[src/rtl/indicator_pkg.sv]
// -----------------------------------------------------------------------------
// indicator_pkg
// Shared types and constants for the indicator bitmap epoch controller.
//   state_t        : sequencer states
//   SHIFT_DEFAULT  : default counter shift used to derive an indicator bit
//   WORD_W         : width of the packed dump word
//   calc_entries() : number of bitmap entries (counters x slices)
// -----------------------------------------------------------------------------
package indicator_pkg;

    typedef enum logic [2:0] {
        ST_IDLE,
        ST_CLEAR,
        ST_ACCEPT,
        ST_FULL,
        ST_DUMP
    } state_t;

    localparam int SHIFT_DEFAULT = 3;
    localparam int WORD_W        = 32;

    function automatic int calc_entries(input int num_counter, input int num_slice);
        return num_counter * num_slice;
    endfunction

endpackage

[src/rtl/indicator_bitmap_ram.sv]
// -----------------------------------------------------------------------------
// indicator_bitmap_ram
// 1-bit x DEPTH single-port RAM, synchronous read (1-cycle latency), no reset.
// The read register holds its value on write cycles.
//   Clk   : clock
//   addr  : read/write address
//   we    : write enable
//   wdata : write data bit
//   rdata : registered read data
// -----------------------------------------------------------------------------
module indicator_bitmap_ram #(
    parameter int ADDR_W = 10,
    parameter int DEPTH  = 1024
) (
    input  logic              Clk,
    input  logic [ADDR_W-1:0] addr,
    input  logic              we,
    input  logic              wdata,
    output logic              rdata
);

    logic mem [DEPTH];

    always_ff @(posedge Clk) begin
        if (we) begin
            mem[addr] <= wdata;
        end else begin
            rdata <= mem[addr];
        end
    end

endmodule

[src/rtl/indicator_sched.sv]
// -----------------------------------------------------------------------------
// indicator_sched
// Epoch controller for the per-slice indicator bitmap. Sequences the bitmap RAM
// through clear, accept and dump phases, forwards the counter stream and serves
// single-bit queries while the sequencer is not using the RAM.
//
// Optional feature: INDICATOR_POPCOUNT_EN builds the Set_Count counter;
// without it Set_Count is tied to 0.
//
// Ports:
//   Clk, Reset_n                   clock, async active-low reset
//   Start                          begin a new epoch (IDLE/FULL only)
//   Cnt_Valid/Cnt_Ready/Cnt_Data   counter stream in, entry order 0..N-1
//   Fwd_Valid/Fwd_Data             registered copy of accepted counters
//   Dump_Req                       read out bitmap (FULL only)
//   Rd_Valid/Rd_Data/Rd_Last       packed dump words, LSB-first, no backpressure
//   Qry_Valid/Qry_Ready/Qry_Addr   single-bit query request
//   Qry_Resp_Valid/Qry_Bit         query response, 1 cycle after handshake
//   Busy                           CLEAR, ACCEPT or DUMP
//   Done                           pulse on first FULL cycle
//   Set_Count                      number of indicators set this epoch
//
// state     | meaning
// ----------+----------------------------------------------------------
// ST_IDLE   | no epoch active, queries allowed
// ST_CLEAR  | zeroing entries 0..N-1, one per cycle
// ST_ACCEPT | taking counters, writing one indicator bit per handshake
// ST_FULL   | epoch complete, queries allowed, waiting for Start/Dump_Req
// ST_DUMP   | reading entries 0..N-1 and packing them into words
// -----------------------------------------------------------------------------
module indicator_sched
    import indicator_pkg::*;
#(
    parameter int NUM_COUNTER = 10,
    parameter int NUM_SLICE   = 3,
    parameter int SHIFT       = SHIFT_DEFAULT,
    parameter int ADDR_W      = 10,
    parameter int DEPTH       = 1024
) (
    input  logic              Clk,
    input  logic              Reset_n,
    input  logic              Start,
    input  logic              Cnt_Valid,
    output logic              Cnt_Ready,
    input  logic [31:0]       Cnt_Data,
    output logic              Fwd_Valid,
    output logic [31:0]       Fwd_Data,
    input  logic              Dump_Req,
    output logic              Rd_Valid,
    output logic [31:0]       Rd_Data,
    output logic              Rd_Last,
    input  logic              Qry_Valid,
    output logic              Qry_Ready,
    input  logic [ADDR_W-1:0] Qry_Addr,
    output logic              Qry_Resp_Valid,
    output logic              Qry_Bit,
    output logic              Busy,
    output logic              Done,
    output logic [15:0]       Set_Count
);

    localparam int                N        = calc_entries(NUM_COUNTER, NUM_SLICE);
    localparam logic [31:0]       N_U      = 32'(N);
    localparam logic [ADDR_W-1:0] LAST_IDX = ADDR_W'(N - 1);
    localparam int                POS_W    = $clog2(WORD_W);

    state_t              state, state_nxt;
    logic [ADDR_W-1:0]   idx;
    logic                idx_last;
    logic                cnt_hs, qry_hs, cnt_bit;
    logic                issue_rd;
    logic                rd_pend, rd_last;
    logic [POS_W-1:0]    rd_pos;
    logic [WORD_W-1:0]   word_acc, word_nxt;
    logic                qry_pend, qry_in_range;
    logic [ADDR_W-1:0]   ram_addr;
    logic                ram_we, ram_wdata, ram_q;

    assign idx_last  = (idx == LAST_IDX);
    assign Cnt_Ready = (state == ST_ACCEPT);
    assign Qry_Ready = (state == ST_IDLE) || (state == ST_FULL);
    assign Busy      = (state == ST_CLEAR) || (state == ST_ACCEPT) || (state == ST_DUMP);
    assign cnt_hs    = Cnt_Valid && Cnt_Ready;
    assign qry_hs    = Qry_Valid && Qry_Ready;
    assign cnt_bit   = |(Cnt_Data >> SHIFT);

    // Stop issuing reads once the final entry is in the read pipeline.
    assign issue_rd  = (state == ST_DUMP) && !(rd_pend && rd_last);
    assign word_nxt  = word_acc | (WORD_W'(ram_q) << rd_pos);

    // Response is gated so out-of-range (never cleared) entries read as 0.
    assign Qry_Resp_Valid = qry_pend;
    assign Qry_Bit        = qry_pend && qry_in_range && ram_q;

    always_comb begin
        state_nxt = state;
        ram_addr  = Qry_Addr;
        ram_we    = 1'b0;
        ram_wdata = 1'b0;
        unique case (state)
            ST_IDLE: begin
                if (Start) state_nxt = ST_CLEAR;
            end
            ST_CLEAR: begin
                ram_addr = idx;
                ram_we   = 1'b1;
                if (idx_last) state_nxt = ST_ACCEPT;
            end
            ST_ACCEPT: begin
                ram_addr  = idx;
                ram_we    = cnt_hs;
                ram_wdata = cnt_bit;
                if (cnt_hs && idx_last) state_nxt = ST_FULL;
            end
            ST_FULL: begin
                if (Start)         state_nxt = ST_CLEAR;
                else if (Dump_Req) state_nxt = ST_DUMP;
            end
            ST_DUMP: begin
                ram_addr = idx;
                if (rd_pend && rd_last) state_nxt = ST_IDLE;
            end
            default: state_nxt = ST_IDLE;
        endcase
    end

    always_ff @(posedge Clk or negedge Reset_n) begin
        if (!Reset_n) begin
            state        <= ST_IDLE;
            idx          <= '0;
            Done         <= 1'b0;
            Fwd_Valid    <= 1'b0;
            Fwd_Data     <= '0;
            qry_pend     <= 1'b0;
            qry_in_range <= 1'b0;
            rd_pend      <= 1'b0;
            rd_last      <= 1'b0;
            rd_pos       <= '0;
            word_acc     <= '0;
            Rd_Valid     <= 1'b0;
            Rd_Data      <= '0;
            Rd_Last      <= 1'b0;
        end else begin
            state <= state_nxt;

            // Every phase starts at entry 0.
            if (state_nxt != state) begin
                idx <= '0;
            end else if ((state == ST_CLEAR) || cnt_hs || issue_rd) begin
                idx <= idx + 1'b1;
            end

            Done      <= cnt_hs && idx_last;
            Fwd_Valid <= cnt_hs;
            if (cnt_hs) Fwd_Data <= Cnt_Data;

            qry_pend <= qry_hs;
            if (qry_hs) qry_in_range <= (32'(Qry_Addr) < N_U);

            rd_pend <= issue_rd;
            if (issue_rd) begin
                rd_last <= idx_last;
                rd_pos  <= idx[POS_W-1:0];
            end

            Rd_Valid <= 1'b0;
            Rd_Last  <= 1'b0;
            if (rd_pend) begin
                if ((rd_pos == POS_W'(WORD_W - 1)) || rd_last) begin
                    Rd_Valid <= 1'b1;
                    Rd_Data  <= word_nxt;
                    Rd_Last  <= rd_last;
                    word_acc <= '0;
                end else begin
                    word_acc <= word_nxt;
                end
            end
        end
    end

`ifdef INDICATOR_POPCOUNT_EN
    logic [15:0] set_cnt;

    always_ff @(posedge Clk or negedge Reset_n) begin
        if (!Reset_n) begin
            set_cnt <= '0;
        end else if ((state_nxt == ST_CLEAR) && (state != ST_CLEAR)) begin
            set_cnt <= '0;
        end else if (cnt_hs && cnt_bit) begin
            set_cnt <= set_cnt + 16'd1;
        end
    end

    assign Set_Count = set_cnt;
`else
    assign Set_Count = '0;
`endif

    indicator_bitmap_ram #(
        .ADDR_W (ADDR_W),
        .DEPTH  (DEPTH)
    ) u_ram (
        .Clk   (Clk),
        .addr  (ram_addr),
        .we    (ram_we),
        .wdata (ram_wdata),
        .rdata (ram_q)
    );

endmodule

[config.mk]
export PLATFORM = sky130hd
export DESIGN_NAME = indicator_sched
export DESIGN_NICKNAME = d
export VERILOG_FILES = /design/src/rtl/indicator_pkg.sv /design/src/rtl/indicator_bitmap_ram.sv /design/src/rtl/indicator_sched.sv
export SDC_FILE = /design/constraint.sdc
export NUM_CORES = 2
export LEC_CHECK = 0
export BUFFER_PORTS_ARGS = -buffer_cell sky130_fd_sc_hd__buf_4
export CORE_MARGIN = 2
export CORE_UTILIZATION = 42
export CTS_CLUSTER_DIAMETER = 40
export CTS_CLUSTER_SIZE = 40
export DETAILED_ROUTE_END_ITERATION = 8
export PLACE_DENSITY = 0.59
export SETUP_SLACK_MARGIN = 0.4
export SKIP_CTS_REPAIR_TIMING = 1
export SLEW_MARGIN = 0
export SYNTH_ARGS = -nofsm -noshare
export SYNTH_HDL_FRONTEND = slang
export SYNTH_SLANG_ARGS = --single-unit
[constraint.sdc]
create_clock -name Clk -period 50.1 [get_ports Clk]
set_clock_uncertainty 0.05 [all_clocks]
set_input_delay 5.01 -clock Clk [delete_from_list [all_inputs] [get_ports Clk]]
set_output_delay 5.01 -clock Clk [all_outputs]
set_load 0.1 [all_outputs]
After elaboration in Yosys (flattened, before gate mapping)
Memory sizes are Yosys's and may differ from the RTL's. A register that Yosys moved wholly into a read port is not among the register bits. Cells that the tools add are included.

Add/sub/neg operators: 1. Bitwise logic cells: 1. Magnitude comparators: 1. Shift operators: 1. Equal/unequal tests: 7. Muxes and demuxes: 19. Reductions and logical operators: 20.

Operators with widths (count): $mux 32 (1); $or 32x32->32 (1); $shl 1x5->32 (1); $mux 10 (3); $reduce_or 29->1 (1); $mux 3 (6); $pmux 3 s5 (1); $add 10x1->10 const B (1); $eq 10x5->1 const B (1); $lt 10x5->1 const B (1); $logic_and 1x1->1 (7); $mux 1 (7); $eq 3x2->1 const B (2); $logic_or 1x1->1 (6); $eq 5x5->1 const B (1); $eq 3x1->1 const B (1); $eq 3x3->1 const B (1); $logic_not 3->1 (1); $ne 3x3->1 (1); $reduce_or 3->1 (1); $logic_not 1->1 (2); $pmux 1 s2 (1); $reduce_and 2->1 (1); $reduce_bool 2->1 (1).

Output and inout port bits: 89. RAM bits: 1024. Memories: 1. Bits of input ports: 48. Flip-flop bits (word level): 122. Word-level logic and storage cells: 65.

Memories: u_ram.mem (words 1024, bits a word 1, rd ports 1, clocked after Yosys merged registers in 1, write ports 1, RTL line indicator_bitmap_ram.sv:22) `logic mem [DEPTH];`.

Longest topological paths before layout
Word-level depth: 7. Mapped depth: 15. Mapped depth without buffers: 10.

Hierarchy
A second synthesis with hierarchy kept.

Cells, all modules: 3963. Area, all modules: 49864.1 um^2.

Modules (own cells, without submodules): indicator_bitmap_ram (cells an instance 3392, area each 44467.6 um^2, sequential area each 30779.5 um^2, times used 1); indicator_sched (cells an instance 571, area each 5396.4 um^2, sequential area each 3052.9 um^2, times used 1).

Worst setup path after synthesis
Ideal clock, no wire load.

Kind: input to register. Start point: input Cnt_Data[7]. End point: memory u_ram.mem[0], data pin. Data arrival time: 17.629 ns. Data required time: 47.260 ns. Setup time: 2.790 ns. Path buffers: 0. Path slack: 29.631 ns. Stages: 3. Path through: nor4_1 nand4_1 o21a_1.

Word-level cells in the longest chain between the ends: 2.

RTL lines: start, declared (RTL line indicator_sched.sv:45) `input logic [31:0] Cnt_Data,`; $reduce_or 29->1 (RTL line indicator_sched.sv:85) `assign cnt_bit = |(Cnt_Data >> SHIFT);`; $mux 1 (RTL line indicator_sched.sv:100) `unique case (state)`; named net ram_wdata (RTL line indicator_sched.sv:77) `logic ram_we, ram_wdata, ram_q;`; end, declared (RTL line indicator_bitmap_ram.sv:22).

The timed path passes the listed nets, and every way through them passes these cells.

Final worst setup path
Start point: input Qry_Addr[1]. End point: register u_ram.rdata, read port of u_ram.mem, data pin.

Word-level cells in the longest chain between the ends: 1.

RTL lines: start, declared (RTL line indicator_sched.sv:54) `input logic [ADDR_W-1:0] Qry_Addr,`; $mux 10 (RTL line indicator_sched.sv:100); end, declared (RTL line indicator_bitmap_ram.sv:19) `output logic rdata`.

No other way between the ends. A chain may end at the register's enable or synchronous reset.

==> impl_metrics.ini <==
[yosys]
synth-seq-area-share = 0.674
post_synth_inst_count = 4591
synth-async-reset-ratio = 0.106
ys_dominant_reg_cell = sky130_fd_sc_hd__edfxtp_1
synth_enable_flop_cells = 1025
synth.cell_area_um2 = 50200
ys_seq_elements = 1147
yosys.cell_types.count = 59
yosys_warnings = 0
syn-mean-instance-area_um2 = 10.9

[worst_setup_path]
critPathCaptureType = flip-flop
crit_arrival_ps = 9790
regToRegSetupSlack_ps = 43660
critical_path.startpoint = Qry_Addr[1]
regToRegStartpoint = state[2]
timing_worst_setup_path_type = in2reg
timing.critical_path.required_ps = 50550
reg2reg_to = u_ram.rdata
setup.worst_path.start_class = input pin
worst_r2r_path_depth = 12
critical_path.endpoint = u_ram.rdata
critical_path_peak_fanout = 120

[sta]
final_max_slew_viol_count = 0
setup_slack_ps = 40760
final_cycle_share = 0.186
layout_min_cycle_time_ps = 9340
holdWs_ps = 443
worst-slew-pin-transition_ps = 1320
rsz0062_at_grt = no
worst_slew_margin_rel = 0.111
timing_hold_violations_final = 0
timing.setup.tns_ps = 0
finalSetupViolations = 0
max_freq_ghz = 0.107

[global_route]
grt_max_degree = 222
global_route_wire_length_before_repair_um = 225000
grt_usage = 0.247
antenna_violations_before_repair = 1
grt_overflow_total = 0
first_global_vias = 34200

[clocking]
tritoncts = done
cts_root_buf = sky130_fd_sc_hd__clkbuf_16
h-tree-depth = 4
maximum_clock_insertion_buffer_count = 3
cts_made_buffers = 158
insertion_delay_ps = 770
clkTransAtPathRegs_ps = 60
cts_num_sinks = 1147

[detailed_routing]
ant_nets = 0
totalWireLength_um = 153000
num_vias = 36800
post-route-drc-count = 0
first_pass_iters = 6
routed_via_density = 5.88
post_dr_wirelength_cell_um = 24.4
first_iter_violations = 4424

[cells_and_area]
layoutNonFillerInstCount = 6258
layout-drive-gt1-share = 0.122
final_net_count = 4574
syn2layout_area_growth_pct = 14.8

[floorplan]
num_io_pins = 137
start_util = 0.424
fp.dieH_um = 350
die_area_um2 = 122000
rows = 126
dieWidth_um = 350
placeableCoreArea_um2 = 118000

[job]
maxCapViolations = 0

[worst_hold_path]
min-delay-path-class = reg2reg

[pwr]
pwr-share-clk = 0.353
vdd_drop_max_mv = 0.0707
proportion_of_total_power_due_to_net_switching = 0.394
net_switching_w = 0.00129
power_report.internal_total_w = 0.00198
p_seq_frac = 0.321
static-leakage-power_nw = 19.8
combPwrFrac = 0.326
pwr_density_cell_nw_per_um2 = 56.8

[status]
status = complete, no violations

[placed_design]
post-place-cells = 5964
globalplace.congestion = 0.804
detailedPlace.worstSlack_ps = 40060
io_buffer_count = 120
detailedPlacementHpwl_um = 79400
-- worst min path at each step --
stage            startpoint  cells after the start           end  slack (ps)
2_1_floorplan   word_acc[0]                      2   word_acc[0]         410
3_3_place_gp    word_acc[1]                      2   word_acc[1]         430
3_5_place_dp    word_acc[1]                      2   word_acc[1]         430
4_1_cts         word_acc[1]                      2   word_acc[1]         450
5_1_grt        Fwd_Data[13]                      1  Fwd_Data[13]         460
6_report       word_acc[23]                      2  word_acc[23]         440
-- critical path: stages --
cell                      delay, ps
sky130_fd_sc_hd__buf_4          110
sky130_fd_sc_hd__mux2_8         660
sky130_fd_sc_hd__buf_4          700
sky130_fd_sc_hd__buf_4          700
sky130_fd_sc_hd__a32oi_1        200
sky130_fd_sc_hd__a32oi_1        230
sky130_fd_sc_hd__a41oi_1        280
sky130_fd_sc_hd__o41ai_1       1120
sky130_fd_sc_hd__nand4_1        170
sky130_fd_sc_hd__or4_1          450
-- synth_stat cells (4+ instances only) --
cell	number	area, um^2
sky130_fd_sc_hd__nor2_1	1085	4070
sky130_fd_sc_hd__edfxtp_1	1025	30800
sky130_fd_sc_hd__nand2_1	775	2910
sky130_fd_sc_hd__a21oi_1	405	2030
sky130_fd_sc_hd__clkbuf_1	290	1090
sky130_fd_sc_hd__a32oi_1	158	1380
sky130_fd_sc_hd__dfrtp_1	122	3050
sky130_fd_sc_hd__a211oi_1	107	803
sky130_fd_sc_hd__a22oi_1	83	623
sky130_fd_sc_hd__nand3_1	77	385
sky130_fd_sc_hd__buf_2	71	355
sky130_fd_sc_hd__and3_1	58	363
sky130_fd_sc_hd__buf_1	57	214
sky130_fd_sc_hd__nor3_1	38	190
sky130_fd_sc_hd__mux2_2	34	383
sky130_fd_sc_hd__buf_4	19	143
sky130_fd_sc_hd__a31oi_1	18	113
sky130_fd_sc_hd__nor4_1	18	113
sky130_fd_sc_hd__a41oi_1	16	140
sky130_fd_sc_hd__nand4_1	11	68.8
sky130_fd_sc_hd__and2_1	9	56.3
sky130_fd_sc_hd__inv_1	9	33.8
sky130_fd_sc_hd__o21ai_0	9	45.0
sky130_fd_sc_hd__buf_6	8	90.1
sky130_fd_sc_hd__nand2b_1	8	50.1
sky130_fd_sc_hd__nor2b_1	8	50.1
sky130_fd_sc_hd__nor3b_1	6	45.0
sky130_fd_sc_hd__xor2_1	6	52.6
sky130_fd_sc_hd__mux2_4	4	60.1
sky130_fd_sc_hd__o21a_1	4	30.0
sky130_fd_sc_hd__o21ai_1	4	20.0
sky130_fd_sc_hd__o41ai_1	4	35.0
-- cells by family (layout without fill, tap and decap cells) --
family	Yosys count	after routing	share of synthesized area
other	1	19	0.0000747
AO/OA/AOI/OAI	824	824	0.107
XOR/XNOR	10	10	0.00189
flip-flops	1147	1147	0.674
adder cells (fa/ha/maj)	2	2	0.000498
multiplexers	43	43	0.0106
buffers and inverters	454	503	0.0383
AND/OR/NAND/NOR	2110	2110	0.168
-- cell type report --
cell class | instances | area (um^2)
clock inverter | 120 | 1500
multi-input combinational | 3005 | 14700
antenna | 3 | 7.51
tap | 1600 | 2000
inverter | 9 | 33.8
fill | 10800 | 60700
clock buffer | 171 | 4000
sequential | 1147 | 33800
timing repair buffer | 203 | 1550
-- sequential cells by signal, summed over array words and instances (netlist names), 3 cells and up --
signal     cells
idx           10
rd_pos         5
u_ram.mem   1024
Rd_Data       32
state          3
Fwd_Data      32
word_acc      32
-- power by group through the flow --
stage	sequential [W]	clock (W)	combinational, W
floorplan	0.00107	0	0.000658
global placement	0.00107	0	0.00105
detailed placement	0.00107	0	0.00105
CTS	0.00105	0.00117	0.00105
global route	0.00105	0.00121	0.00113
finish	0.00105	0.00116	0.00107
-- per-stage QoR --
stage,instance area [um^2],total power [W],util
final,57700,0.00327,0.487
after detailed placement,52100,0.00212,0.440
after global placement,52100,0.00212,0.440
after floorplan,50300,0.00173,-
after CTS,57600,0.00327,0.487
after global routing,57600,0.00339,0.487
-- cells in the final DEF, fill, tap and decap left out, types with 18 or more instances in the layout --
cell	instances
sky130_fd_sc_hd__nand3_1	76
sky130_fd_sc_hd__mux2_2	34
sky130_fd_sc_hd__inv_6	18
sky130_fd_sc_hd__bufinv_16	22
sky130_fd_sc_hd__clkinv_2	27
sky130_fd_sc_hd__a32oi_1	158
sky130_fd_sc_hd__a31oi_1	18
sky130_fd_sc_hd__clkbuf_16	158
sky130_fd_sc_hd__dfrtp_1	122
sky130_fd_sc_hd__nor2_1	1085
sky130_fd_sc_hd__edfxtp_1	1025
sky130_fd_sc_hd__a211oi_1	107
sky130_fd_sc_hd__buf_4	201
sky130_fd_sc_hd__nand2_1	742
sky130_fd_sc_hd__a21oi_1	405
sky130_fd_sc_hd__nand2_2	30
sky130_fd_sc_hd__a22oi_1	83
sky130_fd_sc_hd__and3_1	58
sky130_fd_sc_hd__nor4_1	18
sky130_fd_sc_hd__nor3_1	31
-- layer usage --
layer | part of all wire | track usage
met1 | 0.41 | 0.345
met2 | 0.46 | 0.383
met3 | 0.090 | 0.0387
met4 | 0.036 | 0.104
met5 | 0 | 0
Note: power is estimated with default switching activity, not from simulation.
